==> config.mk <==
export PLATFORM = sky130hd
export DESIGN_NAME = mul_add_16x16
export DESIGN_NICKNAME = d
export VERILOG_FILES = /design/src/rtl/alu_pkg.sv /design/src/rtl/add_carry_w.sv /design/src/rtl/mul_add_16x16.sv
export SDC_FILE = /design/constraint.sdc
export NUM_CORES = 1
export LEC_CHECK = 0
export CORE_ASPECT_RATIO = 0.7
export CORE_UTILIZATION = 55
export CTS_BUF_LIST = sky130_fd_sc_hd__clkbuf_8
export DETAILED_ROUTE_END_ITERATION = 16
export DONT_BUFFER_PORTS = 1
export PLACE_DENSITY = 0.73
export SLEW_MARGIN = 40
export SYNTH_ARGS = -nofsm -noshare
export SYNTH_HDL_FRONTEND = slang
export SYNTH_HIERARCHICAL = 1
export SYNTH_SLANG_ARGS = --single-unit
==> constraint.sdc <==
create_clock -name clk -period 2.9 [get_ports clk]
set_clock_uncertainty 0.05 [all_clocks]
set_input_delay 0.87 -clock clk [delete_from_list [all_inputs] [get_ports clk]]
set_output_delay 0.87 -clock clk [all_outputs]
set_load 0.01 [all_outputs]
==> src/rtl/alu_pkg.sv <==
// Shared ALU definitions for the sequential multiply-accumulate and its divider partner.
// Holds the default operand width, the FSM state encoding and a counter-width helper.
package alu_pkg;

    localparam int W_DEF = 16;

    typedef enum logic [1:0] {
        IDLE = 2'd0,
        RUN  = 2'd1,
        DONE = 2'd2
    } state_t;

    // Step counter width; never below one bit so a degenerate W=1 still has a counter.
    function automatic int cntWidth(input int w);
        return (w > 1) ? $clog2(w) : 1;
    endfunction

    localparam int CNT_W = cntWidth(W_DEF);

endpackage

==> src/rtl/add_carry_w.sv <==
// W-bit unsigned adder with carry-out, used for the partial-product step.
module add_carry_w #(
    parameter int W = 16
) (
    input  logic [W-1:0] a,
    input  logic [W-1:0] b,
    output logic [W-1:0] sum,
    output logic         cout
);

    assign {cout, sum} = {1'b0, a} + {1'b0, b};

endmodule

==> src/rtl/mul_add_16x16.sv <==
// Sequential shift-add multiply-accumulate: {ph,pl} = a*b + c, one partial product per clock.
// Results are loaded into ph/pl only on the edge that raises fin, so they hold between operations.
module mul_add_16x16
    import alu_pkg::*;
#(
    parameter int W = W_DEF
) (
    input  logic         clk,
    input  logic         rst,
    input  logic         ena,
    input  logic [W-1:0] a,
    input  logic [W-1:0] b,
    input  logic [W-1:0] c,
    output logic [W-1:0] ph,
    output logic [W-1:0] pl,
    output logic         busy,
    output logic         fin
);

    localparam int CW = cntWidth(W);
    localparam logic [CW-1:0] LAST = CW'(W - 1);

    state_t        state;
    state_t        stateNext;
    logic [W-1:0]  accHi;
    logic [W-1:0]  accLo;
    logic [W-1:0]  bReg;
    logic [W-1:0]  addB;
    logic [W-1:0]  sum;
    logic          carry;
    logic [W:0]    s;
    logic [CW-1:0] cnt;
    logic          start;
    logic          lastStep;

    assign addB     = accLo[0] ? bReg : '0;
    assign s        = {carry, sum};
    assign start    = ena && ((state == IDLE) || (state == DONE));
    assign lastStep = (state == RUN) && (cnt == LAST);

    add_carry_w #(
        .W(W)
    ) stepAdder (
        .a   (accHi),
        .b   (addB),
        .sum (sum),
        .cout(carry)
    );

    always_ff @(posedge clk) begin
        if (rst) begin
            state <= IDLE;
        end else begin
            state <= stateNext;
        end
    end

    // ena during RUN is deliberately not looked at, so it is neither honoured nor queued.
    always_comb begin
        stateNext = state;
        case (state)
            IDLE:    stateNext = ena ? RUN : IDLE;
            RUN:     stateNext = (cnt == LAST) ? DONE : RUN;
            DONE:    stateNext = ena ? RUN : IDLE;
            default: stateNext = IDLE;
        endcase
    end

    always_comb begin
        busy = (state == RUN);
        fin  = (state == DONE);
    end

    // The carry s[W] shifts into accHi[W-1]; the bit leaving accHi enters accLo from the top.
    always_ff @(posedge clk) begin
        if (rst) begin
            accHi <= '0;
            accLo <= '0;
            bReg  <= '0;
            cnt   <= '0;
            ph    <= '0;
            pl    <= '0;
        end else if (start) begin
            accHi <= c;
            accLo <= a;
            bReg  <= b;
            cnt   <= '0;
        end else if (state == RUN) begin
            accHi <= s[W:1];
            accLo <= {s[0], accLo[W-1:1]};
            cnt   <= cnt + CW'(1);
            if (lastStep) begin
                ph <= s[W:1];
                pl <= {s[0], accLo[W-1:1]};
            end
        end
    end

endmodule

Word-level counts from Yosys, hierarchy flattened
Index checks and enable logic that the tools add are counted.
Widths: inputs -> output; s select.
{"block": "totals", "register_bits": 86, "latchBits": 0, "ram_bits": 0, "rom_bits": 0, "input_bits": 51, "output_inout_bits": 34, "word_cells": 29, "mem_count": 0}
{"block": "classes", "add_sub_neg": 2, "mul": 0, "div_mod_pow": 0, "n_lt_le_gt_ge": 0, "n_eq_ne": 3, "shift": 0, "n_mux": 8, "n_bitwise": 1, "n_reduce_logical": 8}
{"cell": "$mux 16", "count": 5}
{"cell": "$add 16x16->17", "count": 1}
{"cell": "$add 4x1->4 const B", "count": 1}
{"cell": "$eq 4x4->1 const B", "count": 1}
{"cell": "$pmux 2 s2", "count": 1}
{"cell": "$reduce_or 2->1", "count": 2}
{"cell": "$reduce_and 3->1", "count": 1}
{"cell": "$eq 2x1->1 const B", "count": 1}
{"cell": "$eq 2x2->1 const B", "count": 1}
{"cell": "$logic_and 1x1->1", "count": 2}
{"cell": "$logic_not 2->1", "count": 1}
{"cell": "$mux 2", "count": 1}
{"cell": "$reduce_bool 2->1", "count": 1}
{"cell": "$logic_or 1x1->1", "count": 1}
{"cell": "$mux 1", "count": 1}
{"cell": "$not 1->1", "count": 1}

Longest topological paths before layout
{"block": "depth", "word_depth": 5, "mapped_depth": 11, "ltp_nobuf": 10}

Modules after synthesis
Netlist, hierarchy kept.
{"mod": "mul_add_16x16", "n_inst": 1, "cells_each": 388, "area_per_inst_um2": 3399.5, "seq_area_each_um2": 1721.7}
{"mod": "add_carry_w", "n_inst": 1, "cells_each": 110, "area_per_inst_um2": 855.8, "seq_area_each_um2": 0.0}

Worst setup path before layout
Ideal clock, no wire load.
{"block": "synth_path", "path_type": "flip-flop to flip-flop", "from": "register accLo[0]", "to": "register accHi[13]", "setup_ns": 0.070, "arrival_time_ns": 2.339, "required_time_ns": 2.780, "setup_slack_ns": 0.441, "stages_incl_launch_ff": 10, "n_path_buf": 0, "period_less_slack_ns": 2.459, "cell_sequence": "dfxtp_1 > and2_1 > ha_1 > fa_1 > a21o_1 > a221oi_2 > o21ai_2 > o311ai_1 > a22oi_1 > a21oi_1"}
{"block": "synth_via", "elab_chain_len": 4}
{"element": "from (decl)", "line": "mul_add_16x16.sv:26", "source": "logic [W-1:0] accLo;"}
{"element": "from (signal assigned)", "line": "mul_add_16x16.sv:90", "source": "accLo <= {s[0], accLo[W-1:1]};"}
{"element": "$mux 16", "line": "mul_add_16x16.sv:36", "source": "assign addB = accLo[0] ? bReg : '0;"}
{"element": "via addB[0]", "line": "mul_add_16x16.sv:28", "source": "logic [W-1:0] addB;"}
{"element": "$add 16x16->17", "line": "add_carry_w.sv:11", "source": "assign {cout, sum} = {1'b0, a} + {1'b0, b};"}
{"element": "via sum[14]", "line": "mul_add_16x16.sv:29", "source": "logic [W-1:0] sum;"}
{"element": "$mux 16", "line": "mul_add_16x16.sv:88", "source": "end else if (state == RUN) begin"}
{"element": "$mux 16", "line": "mul_add_16x16.sv:83", "source": "end else if (start) begin"}
{"element": "to (signal assigned)", "line": "mul_add_16x16.sv:89", "source": "accHi <= s[W:1];"}
{"element": "to (decl)", "line": "mul_add_16x16.sv:25", "source": "logic [W-1:0] accHi;"}
The timed path passes the listed nets, and every way through them passes these cells. The select of a mux whose other input is x is not followed.
A chain may end at the register's enable or synchronous reset.

Worst setup path after layout
Ends and elaborated chain as after synthesis.

==> Implementation_results.wiki <==
{| class="wikitable"
! Metric !! Value
|-
| Outcome || completed
|-
| I/O Pins || 85
|-
| Worst path buffer plus inverter count || 0
|-
| Site row count || 26
|-
| Flop and latch count out of synthesis || 86
|-
| Capturing point of the worst reg2reg path || accHi[13]$_SDFFE_PP0P_
|-
| Number of routed nets with antenna violations || 0
|-
| Buffer depth of the longest clock path || 2
|-
| Post-placement cell area || 4210 µm²
|-
| Initial detailed-routing violation count || 378
|-
| Core region area || 7380 µm²
|-
| Setup repair after global routing missed its margin || true
|-
| Proportion of register bits with asynchronous set or reset after synthesis || 0%
|-
| R2R cell count || 9
|-
| Global-route congestion overflow total || 0
|-
| Post-synth top area share || 40.5%
|-
| Clock transition time at the flip-flop clock pins of the worst setup and hold paths || roughly 0.090 ns
|-
| DR vias/cell || ~6.3
|-
| Antenna diode instance count || 0
|-
| Met2 GRT Util || 34.0%
|-
| Detailed Routing Iterations Pass 1 || 4
|-
| Worst hold path startpoint || bReg[6]$_SDFFE_PP0P_
|-
| Min Tclk post-route || around 2.7 ns
|-
| Worst Hold End || bReg[6]$_SDFFE_PP0P_
|-
| Worst-path maximum fanout || 10
|-
| Cell at the root of the clock tree || sky130_fd_sc_hd__clkbuf_8
|-
| Synthesized netlist cell count || 498
|-
| Area Overhead vs Synth || 4.82%
|-
| Total setup buffers inserted after CTS || 0
|-
| Worst hold path class || reg -> reg
|-
| Post-CTS resize count || 0
|-
| Vertical die dimension || roughly 76 µm
|-
| Top delay family on crit path || compound AO/OA/AOI/OAI gates
|-
| Number of CTS-inserted buffers || 9
|-
| Most area-hungry cell type in the Yosys netlist || sky130_fd_sc_hd__dfxtp_1
|-
| Area of all placed cells without fillers || 4460 µm²
|-
| Worst skew pair latency || between 0.3 and 0.4 ns
|-
| Starting density of the core || 57.6%
|-
| Data required time at the worst endpoint || 3.15 ns
|-
| Leakage power of the design || 1.71 nW
|-
| Number of buffers added on ports || 0
|-
| Area of the die || 8100 µm²
|-
| Detailed-route DRC error count || 0
|-
| Layout fillers || 629
|-
| Largest net degree at the start of global routing || 74
|-
| Cell internal pwr || about 1.9 mW
|-
| Number of global-route vias before repair || 3016
|-
| Layer carrying the most global-route usage || met1
|-
| Arrival @ worst endpoint || 2.94 ns
|-
| Number of setup violations in the final report || 0
|-
| Met1 usage in global routing || 39.5%
|-
| Placed wire-length estimate || 7150 µm
|-
| Global-route wire length before repair || 15900 µm
|-
| Post-synthesis instance area || 4260 µm²
|-
| Clk sinks || 86
|-
| CP Class || reg -> reg
|-
| Register-to-register setup slack || 0.21 ns
|-
| H-Tree Depth || 3
|-
| Number of hold buffers added after CTS || 0
|-
| Critical path depth || 9
|-
| Post-synthesis sequential area ratio || between 40% and 50%
|-
| Footprint of the multi-input gates || approximately 2300 µm²
|-
| RD Place Congestion || 0.897
|-
| Post-synthesis average cell area || between 8 and 9 µm²
|-
| Net switching component of the power || ~670 µW
|-
| Worst slew margin relative to its limit || between 50% and 60%
|-
| Worst flop-to-flop path startpoint || accLo[0]$_SDFFE_PP0P_
|-
| Top achievable clock speed || 372 MHz
|-
| Top flip-flop cell by instance count after synthesis || sky130_fd_sc_hd__dfxtp_1
|-
| Max_cap viols || 0
|-
| Number of antenna violations at the first check in global routing || 0
|-
| Logic gate share of total power || 11.5%
|-
| Cell-by-cell trace of the critical path || and2_1, ha_1, fa_1, a21o_1, a221oi_4, o21ai_2, o311ai_1, a22oi_1, a21oi_1
|-
| Fraction of power spent switching nets || about a quarter
|-
| Minimum hold slack || 0.403 ns
|-
| Largest stage delay on the critical path || 0.41 ns
|-
| Top cells by area, synth || sky130_fd_sc_hd__dfxtp_1 40%, sky130_fd_sc_hd__a21oi_1 6.7%, sky130_fd_sc_hd__nand2_1 5.5%
|-
| Clock network fraction of design power || between 30% and 40%
|-
| Power share of the sequential group || 49.6%
|-
| P per Cell Area || 575 nW/µm²
|-
| Mapped Nets || 567
|-
| Number of max-slew violations in the final report || 0
|-
| Via count || 3620
|-
| Global routing usage on met3 || 8.73%
|-
| Routed WL per cell || 18.3 µm
|-
| Sequential cell area || 1720 µm²
|-
| Count of different cell masters after synthesis || 50
|-
| Critical path endpoint category || flop
|-
| Hold Crit Depth || 2
|-
| Worst ir drop on vdd || 0.303 mV
|-
| Die span in x || 107 µm
|-
| Ratio of cells with drive above 1 in the final layout || under 10%
|-
| Routed wire length || 10500 µm
|-
| Least-Margin Pin Slew || 0.733 ns
|-
| Count of synthesis-stage warnings from yosys || 6
|-
| Share of the clock period used by the worst path after layout || 92.8%
|-
| Count of final hold-check violations || 0
|-
| Total Nets Final || 540
|-
| Master of the slowest instance on the critical path || sky130_fd_sc_hd__fa_1
|-
| Post-synth EDFFs || 0
|-
| Kind of start point of the critical path || flop
|-
| Global routing usage summed across all routing layers || 25.9%
|-
| CTS tree || done
|}
cells by family after synthesis:
| group | Yosys count | synth area share [%] |
|---|---|---|
| simple gates | 167 | 18.5 |
| buf+inv | 52 | 6.59 |
| mux | 1 | 0.235 |
| xor+xnor | 12 | 2.47 |
| flops | 86 | 40.5 |
| compound gates | 162 | 26.3 |
| fa+ha+maj | 18 | 5.47 |
power by group through the flow:
stage	clock network [mW]	registers (mW)	logic, mW
final	0.997	1.27	0.295
after global routing	1.08	1.28	0.328
after CTS	1.01	1.27	0.290
after detailed placement	0	1.30	0.289
after global placement	0	1.30	0.282
after floorplan	0	1.29	0.257
cells in the mapped netlist (2+ instances only):
master,n
sky130_fd_sc_hd__dfxtp_1,86
sky130_fd_sc_hd__nand2_1,62
sky130_fd_sc_hd__a21oi_1,57
sky130_fd_sc_hd__nand3_1,39
sky130_fd_sc_hd__o21ai_0,22
sky130_fd_sc_hd__buf_2,21
sky130_fd_sc_hd__nor2_1,18
sky130_fd_sc_hd__a22oi_1,17
sky130_fd_sc_hd__and2_1,17
sky130_fd_sc_hd__ha_1,17
sky130_fd_sc_hd__clkbuf_1,16
sky130_fd_sc_hd__a32o_1,15
sky130_fd_sc_hd__a311oi_1,14
sky130_fd_sc_hd__nor3_1,11
sky130_fd_sc_hd__a21o_1,9
sky130_fd_sc_hd__xnor2_1,7
sky130_fd_sc_hd__and3_1,5
sky130_fd_sc_hd__buf_4,5
sky130_fd_sc_hd__buf_6,5
sky130_fd_sc_hd__xor2_1,5
sky130_fd_sc_hd__a211oi_1,4
sky130_fd_sc_hd__inv_1,4
sky130_fd_sc_hd__nor2b_1,4
sky130_fd_sc_hd__nand2b_1,3
sky130_fd_sc_hd__nor4_1,3
sky130_fd_sc_hd__o211ai_1,3
sky130_fd_sc_hd__a21oi_2,2
sky130_fd_sc_hd__a221oi_2,2
sky130_fd_sc_hd__a41oi_1,2
sky130_fd_sc_hd__nand4_1,2
sky130_fd_sc_hd__o22ai_1,2
layout by cell type (no fill, tap or decap), drive strengths merged, types with 4 or more instances in the layout:
master  count
and3        5
nor2       18
ha         17
nor2b       4
dfxtp      86
and2       17
nand2      62
xor2        5
a32o       15
a211oi      5
inv         5
a311oi     14
nand3      39
a21o        9
nor3       11
o21ai      23
xnor2       7
clkbuf     12
a21oi      60
buf         9
a22oi      17
stage by stage:
stage / total power, mW / cells / worst slack (ns) / utilization, % / TNS [ns]
after floorplan: 1.54 / 498 / 0.441 / - / 0
after global placement: 1.58 / 558 / 0.223 / 57.0 / 0
after detailed placement: 1.59 / 558 / 0.157 / 57.0 / 0
after CTS: 2.57 / 574 / 0.153 / 60.3 / 0
after global routing: 2.69 / 574 / -0.0269 / 60.4 / -0.0269
final: 2.57 / 574 / 0.210 / 60.4 / 0
sequential cells by signal, summed over array words and instances (netlist names):
register and flops:
ph 16, accHi 16, state 2, accLo 16, cnt 4, pl 16, bReg 16
per-layer routing:
layer	vias up	wire length, µm
li1	1766	-
met1	1714	5380
met2	132	4140
met3	8	919
met4	0	84
met5	-	0
tightest hold or removal path, delay by kind of cell, from the launching register on:
family	cells	cell delay (ns)
flops	1	0.32
compound gates	1	0.05
simple gates	1	0.05
layout make-up:
class	instances	share of cell area (%)
clock buffers	12	3.70
flip-flops and latches	86	38.6
multi-input cells	360	50.9
repair buffers	9	1.80
well taps	98	2.75
clock inverters	4	1.74
inverters	5	0.477
worst max-delay path by stage:
stage                                from                     end
detailed placement  accLo[0]$_SDFFE_PP0P_  accHi[13]$_SDFFE_PP0P_
floorplan           accLo[0]$_SDFFE_PP0P_  accHi[13]$_SDFFE_PP0P_
global placement    accLo[0]$_SDFFE_PP0P_  accHi[13]$_SDFFE_PP0P_
CTS                 accLo[0]$_SDFFE_PP0P_  accHi[13]$_SDFFE_PP0P_
finish              accLo[0]$_SDFFE_PP0P_  accHi[13]$_SDFFE_PP0P_
global route        accLo[0]$_SDFFE_PP0P_  accHi[13]$_SDFFE_PP0P_
Power figures use the tool's default switching activity.
